<file path="src/rtl/mul_seq_32bit.sv">
// ---------------------------------------------------------------------------
// mul_seq_32bit
// Multi-cycle shift-and-add multiplier for the RV32M MUL, MULH, MULHSU and
// MULHU operations. Operands are reduced to magnitudes at load. One 32-bit
// add per cycle accumulates into a 65-bit product/multiplier shift register.
// A final cycle applies the sign, negating the 64-bit product when needed.
//
// Ports:
//   clk     - single clock, rising edge
//   rst_n   - asynchronous active-low reset
//   start   - operation request, sampled only while idle
//   op      - 00 MUL, 01 MULH, 10 MULHSU, 11 MULHU (captured at start)
//   a, b    - rs1 / rs2 operands (captured at start)
//   busy    - high from the edge after start until done is asserted
//   done    - one-cycle pulse, result valid
//   result  - registered; low word for MUL, high word otherwise
//
// Also contains full_adder_32bit, the shared 32-bit ripple adder.
// ---------------------------------------------------------------------------

// 32-bit adder with carry in/out, the only arithmetic datapath element.
module full_adder_32bit (
   input  logic [31:0] a,
   input  logic [31:0] b,
   input  logic        c_in,
   output logic [31:0] sum,
   output logic        c_out
);
   assign {c_out, sum} = {1'b0, a} + {1'b0, b} + {32'd0, c_in};
endmodule

module mul_seq_32bit #(
   parameter int ZERO_BYPASS = 1
) (
   input  logic        clk,
   input  logic        rst_n,
   input  logic        start,
   input  logic [1:0]  op,
   input  logic [31:0] a,
   input  logic [31:0] b,
   output logic        busy,
   output logic        done,
   output logic [31:0] result
);

   typedef enum logic [1:0] {
      IDLE = 2'd0,
      CALC = 2'd1,
      SIGN = 2'd2
   } state_t;

   localparam logic [1:0] OP_MUL    = 2'b00;
   localparam logic [1:0] OP_MULH   = 2'b01;
   localparam logic [1:0] OP_MULHSU = 2'b10;

   state_t      state_r;
   state_t      state_s;
   logic [1:0]  op_r;
   logic [31:0] mcand_r;
   logic [64:0] p_r;
   logic [4:0]  cnt_r;
   logic        neg_r;
   logic        busy_r;
   logic        done_r;
   logic [31:0] result_r;

   logic        sign_a_s;
   logic        sign_b_s;
   logic [31:0] mag_a_s;
   logic [31:0] mag_b_s;
   logic        zero_bypass_s;
   logic [31:0] add_sum_s;
   logic        add_c_s;
   logic [32:0] shift_in_s;
   logic [64:0] p_next_s;
   logic [31:0] neg_lo_s;
   logic        neg_lo_c_s;
   logic [31:0] neg_hi_s;
   logic        neg_hi_c_s;
   logic [63:0] prod_s;
   logic        unused_s;

   // Operand signedness and magnitudes; only the signed operands contribute a sign.
   always_comb begin
      sign_a_s = a[31] & ((op == OP_MULH) | (op == OP_MULHSU));
      sign_b_s = b[31] & (op == OP_MULH);
      if (sign_a_s) begin
         mag_a_s = ~a + 32'd1;
      end else begin
         mag_a_s = a;
      end
      if (sign_b_s) begin
         mag_b_s = ~b + 32'd1;
      end else begin
         mag_b_s = b;
      end
      zero_bypass_s = (ZERO_BYPASS != 0) && ((a == 32'd0) || (b == 32'd0));
   end

   // Accumulate adder: high half of the product plus the multiplicand.
   full_adder_32bit u_add (
      .a     (p_r[63:32]),
      .b     (mcand_r),
      .c_in  (1'b0),
      .sum   (add_sum_s),
      .c_out (add_c_s)
   );

   // Two's-complement negate of the 64-bit product, low word first.
   full_adder_32bit u_neg_lo (
      .a     (~p_r[31:0]),
      .b     (32'd0),
      .c_in  (1'b1),
      .sum   (neg_lo_s),
      .c_out (neg_lo_c_s)
   );

   full_adder_32bit u_neg_hi (
      .a     (~p_r[63:32]),
      .b     (32'd0),
      .c_in  (neg_lo_c_s),
      .sum   (neg_hi_s),
      .c_out (neg_hi_c_s)
   );

   // The negate carry-out and the always-zero top product bit carry no information.
   assign unused_s = ^{neg_hi_c_s, p_r[64]};

   // One shift-and-add step: add only when the current multiplier bit is set.
   always_comb begin
      if (p_r[0]) begin
         shift_in_s = {add_c_s, add_sum_s};
      end else begin
         shift_in_s = {1'b0, p_r[63:32]};
      end
      p_next_s = {1'b0, shift_in_s, p_r[31:1]};
      if (neg_r) begin
         prod_s = {neg_hi_s, neg_lo_s};
      end else begin
         prod_s = p_r[63:0];
      end
   end

   // State register.
   always_ff @(posedge clk or negedge rst_n) begin
      if (!rst_n) begin
         state_r <= IDLE;
      end else begin
         state_r <= state_s;
      end
   end

   // Next-state logic.
   always_comb begin
      state_s = state_r;
      case (state_r)
         IDLE: begin
            if (start) begin
               if (zero_bypass_s) begin
                  state_s = SIGN;
               end else begin
                  state_s = CALC;
               end
            end else begin
               state_s = IDLE;
            end
         end
         CALC: begin
            if (cnt_r == 5'd31) begin
               state_s = SIGN;
            end else begin
               state_s = CALC;
            end
         end
         SIGN:    state_s = IDLE;
         default: state_s = IDLE;
      endcase
   end

   // Datapath and output registers.
   always_ff @(posedge clk or negedge rst_n) begin
      if (!rst_n) begin
         op_r     <= 2'b00;
         mcand_r  <= 32'd0;
         p_r      <= 65'd0;
         cnt_r    <= 5'd0;
         neg_r    <= 1'b0;
         busy_r   <= 1'b0;
         done_r   <= 1'b0;
         result_r <= 32'd0;
      end else begin
         done_r <= 1'b0;
         case (state_r)
            IDLE: begin
               if (start) begin
                  op_r    <= op;
                  mcand_r <= mag_a_s;
                  neg_r   <= sign_a_s ^ sign_b_s;
                  cnt_r   <= 5'd0;
                  busy_r  <= 1'b1;
                  if (zero_bypass_s) begin
                     p_r <= 65'd0;
                  end else begin
                     p_r <= {33'd0, mag_b_s};
                  end
               end
            end
            CALC: begin
               p_r   <= p_next_s;
               cnt_r <= cnt_r + 5'd1;
            end
            SIGN: begin
               if (op_r == OP_MUL) begin
                  result_r <= prod_s[31:0];
               end else begin
                  result_r <= prod_s[63:32];
               end
               done_r <= 1'b1;
               busy_r <= 1'b0;
            end
            default: begin
               busy_r <= 1'b0;
            end
         endcase
      end
   end

   assign busy   = busy_r;
   assign done   = done_r;
   assign result = result_r;

endmodule

</file>
<file path="config.mk">
export PLATFORM = sky130hd
export DESIGN_NAME = mul_seq_32bit
export DESIGN_NICKNAME = d
export VERILOG_FILES = /design/src/rtl/mul_seq_32bit.sv
export SDC_FILE = /design/constraint.sdc
export NUM_CORES = 1
export LEC_CHECK = 0
export ABC_CLOCK_PERIOD_IN_PS = 5500
export BUFFER_PORTS_ARGS = -buffer_cell sky130_fd_sc_hd__buf_2
export CAP_MARGIN = 20
export CORE_MARGIN = 4
export CORE_UTILIZATION = 25
export CTS_CLUSTER_SIZE = 10
export DETAILED_ROUTE_END_ITERATION = 10
export SYNTH_ARGS = -nofsm -noshare
export SYNTH_HDL_FRONTEND = slang
export SYNTH_SLANG_ARGS = --single-unit
export TNS_END_PERCENT = 30
</file>
<file path="constraint.sdc">
create_clock -name clk -period 5.5 [get_ports clk]
set_clock_uncertainty 0.15 [all_clocks]
set_input_delay 0.55 -clock clk [delete_from_list [all_inputs] [get_ports clk]]
set_output_delay 0.55 -clock clk [all_outputs]
set_load 0.01 [all_outputs]
</file>
==> reports/qor.csv <==
stage,metric,value,unit
synth,syn-num-nets,1298,
timing,worstMarginPinSlew,933,ps
synth,synth_top_cells_by_area,"dfrtp_1, o21ai_0, xnor2_1",
placed_design,dpl.hpwl,24400,um
timing,finalSetupViolations,0,
cells_and_area,finalInstanceArea,0.0116,mm^2
grt,grt_pass1_vias,8874,
timing,fin_crit_sh,0.960,
die,start_util,0.254,
synth,yosys_warnings,0,
placed_design,placed_cell_area,0.0110,mm^2
cts,clock_sinks,140,
synth,yosysUniqueCellTypes,59,
cells_and_area,fin_nets,1378,
cts,hold_buffers,0,
grt,grt-ovfl-total,0,
placed_design,routabilityCongestion,0.902,
synth,yosys.area.top_type_share,0.354,
worst_setup_path,crit_type,reg2reg,
timing,min_period,5280,ps
detailed_routing,vias,9176,
synth,synthArstFlopShare,1.00,
worst_setup_path,path_cells,"or4_4, or4_4, or4_4, or3_1, nor3_2, ha_1, or4b_1, or4b_1, buf_4, nand2b_4, or4_4, o31ai_2, xnor2_1, o21ai_0, nand2_1",
synth,synthCells,1188,
die,die-width,207,um
run_status,status,completed,
placed_design,io_buffers,102,
worst_setup_path,crit_arrival,5440,ps
worst_setup_path,crit_top_cell,or4_4,
job,cap_violations,0,
synth,netlist_area,0.00990,mm^2
detailed_routing,drt-vias-per-instance,5.10,
synth,synth_top_area_cell,dfrtp_1,
worst_setup_path,critPathBufInv,1,
cts,clk_root_buffer_cell,clkbuf_16,
power_and_ir_drop,cellLeakagePower,4.84,nW
worst_setup_path,cpPeakStageDelay,560,ps
detailed_routing,wl,31100,um
placed_design,preCtsSetupSlack,110,ps
grt,track_usage,0.141,
detailed_routing,post_drt_wl_per_cell,17.3,um
synth,ys_ff_latch,140,
die,die_area,0.0429,mm^2
cts,clk_latency,420,ps
cells_and_area,filler_cell_count,4131,
die,num_rows,72,
synth,ys.flop_type,dfrtp_1,
grt,antenna_found_initial,3,
worst_setup_path,ff2ff_path_depth,15,
worst_setup_path,start_kind,flip-flop,
cts,h-tree-depth,4,
die,die_y,207,um
die,core-area,0.0389,mm^2
detailed_routing,firstDrtPassIters,8,
detailed_routing,first_iter_violations,731,
grt,grt_first_pass_wirelength,49700,um
die,pin_count,103,
cts,cts_inserted_buffers,17,
cts,clkTransAtPathRegs,60,ps
synth,seq_area_frac_synth,0.354,
timing,drv_slew,0,
detailed_routing,postRouteAntennaNets,0,
worst_setup_path,critPathTopFamily,simple AND/OR/NAND/NOR gates,
worst_setup_path,reg2reg_from,p_r[14]$_DFFE_PN0P_,
synth,synth_most_common_cell,o21ai_0,
worst_setup_path,crit_path_end_kind,flip-flop,
timing,final_hold_viol_count,0,
timing,max_freq,0.189,GHz
min_path,hold_class,in2async,
synth,syn_avg_cell_area,8.34,um^2
power_and_ir_drop,powerDensity,610,mW/mm^2
cts,cts_tree,done,
detailed_routing,drcViolationCount,0,
timing,slew_headroom,0.378,
power_and_ir_drop,ir_drop,263,uV
synth,synth_edf_count,0,
grt,grt_max_degree,99,
worst_setup_path,cp.required,5660,ps
worst_setup_path,path_max_fanout,5,
timing,setup_ws,220,ps
cells_and_area,area_growth,17.5,%
cells_and_area,drive_gt1_frac,0.130,
cts,clk_path_buf_depth,2,
worst_setup_path,r2r_slack,220,ps
worst_setup_path,crit_path_top_delay_cell,or4_4,
worst_setup_path,worstReg2RegEnd,result[20]$_DFFE_PN0P_,
synth,synth_commonest_cells,"o21ai_0, dfrtp_1, nand2_1",
## metal layers
metal  share of wire  global-route usage
met2            0.43               0.208
met3           0.077              0.0265
met5         0.00087                   0
met1            0.48               0.213
met4           0.014              0.0301
## cell families (layout without fill, tap and decap cells)
| group | count (synthesis) | count (layout) | synth area share |
|---|---|---|---|
| fa+ha+maj | 41 | 41 | 0.0526 |
| other cells | 0 | 1 | 0 |
| simple gates | 354 | 354 | 0.171 |
| xor+xnor | 146 | 146 | 0.129 |
| buf+inv | 83 | 176 | 0.0316 |
| compound gates | 412 | 412 | 0.249 |
| mux | 12 | 12 | 0.0121 |
| flops | 140 | 140 | 0.354 |
## report_power, final
part | switching, W | internal (W)
logic | 0.00220 | 0.00156
clock network | 0.000440 | 0.000794
registers | 0.000658 | 0.00144
total | 0.00330 | 0.00380
## sequential cells by signal (all words and copies together), names as in the netlist
register  flops
busy          1
done          1
p_r          64
neg_r         1
result       32
mcand_r      32
op_r          2
cnt_r         5
state_r       2
## worst register-to-register path, delay by kind of cell, from the launching register on
| kind | cells | cell delay (ps) |
|---|---|---|
| simple gates | 10 | 3820 |
| xor+xnor | 1 | 80 |
| compound gates | 2 | 380 |
| flops | 1 | 370 |
| buf+inv | 1 | 180 |
| fa+ha+maj | 1 | 190 |
## metrics by stage
stage	TNS [ps]	instances	total power (W)	hold WS (ps)	util
floorplan	0	1188	0.00468	104	-
global placement	0	1767	0.00576	302	0.283
detailed placement	0	1767	0.00581	307	0.283
CTS	0	1799	0.00707	108	0.298
global route	-20.2	1800	0.00768	133	0.299
finish	0	1800	0.00710	60.2	0.299
## layout by cell type, fill, tap and decap left out, types with 40 or more instances in the layout
cell     instances
a21oi_1         83
ha_1            40
o21ai_0        177
xor2_1          67
nand2_1        137
dfrtp_1        140
buf_2          101
nor2_1          74
xnor2_1         79
a22oi_1         48
## worst max-delay path by stage
stage / depth (start not counted) / endpoint / start / slack (ps)
after CTS: 15 / result[20]$_DFFE_PN0P_ / p_r[14]$_DFFE_PN0P_ / 100
after detailed placement: 15 / result[20]$_DFFE_PN0P_ / p_r[14]$_DFFE_PN0P_ / 110
after global placement: 14 / result[31]$_DFFE_PN0P_ / p_r[14]$_DFFE_PN0P_ / 150
after floorplan: 13 / result[26]$_DFFE_PN0P_ / p_r[14]$_DFFE_PN0P_ / 290
after global routing: 15 / result[20]$_DFFE_PN0P_ / p_r[14]$_DFFE_PN0P_ / -20
final: 15 / result[20]$_DFFE_PN0P_ / p_r[14]$_DFFE_PN0P_ / 220
## area by class of cell
cell class	instances	area [um^2]	area share
multi-input combinational	965	6120	0.526
sequential	140	3500	0.301
timing repair buffer	120	652	0.0560
tap	518	648	0.0557
clock buffer	25	485	0.0417
clock inverter	7	135	0.0116
inverter	24	90.1	0.00774
antenna	1	2.50	0.000215
## timing repair
item	4_1_cts	5_1_grt
setup endpoints to repair	0	9
resized for setup	0	6
buffers inserted	0	0
Note: power is estimated with default switching activity, not from simulation.
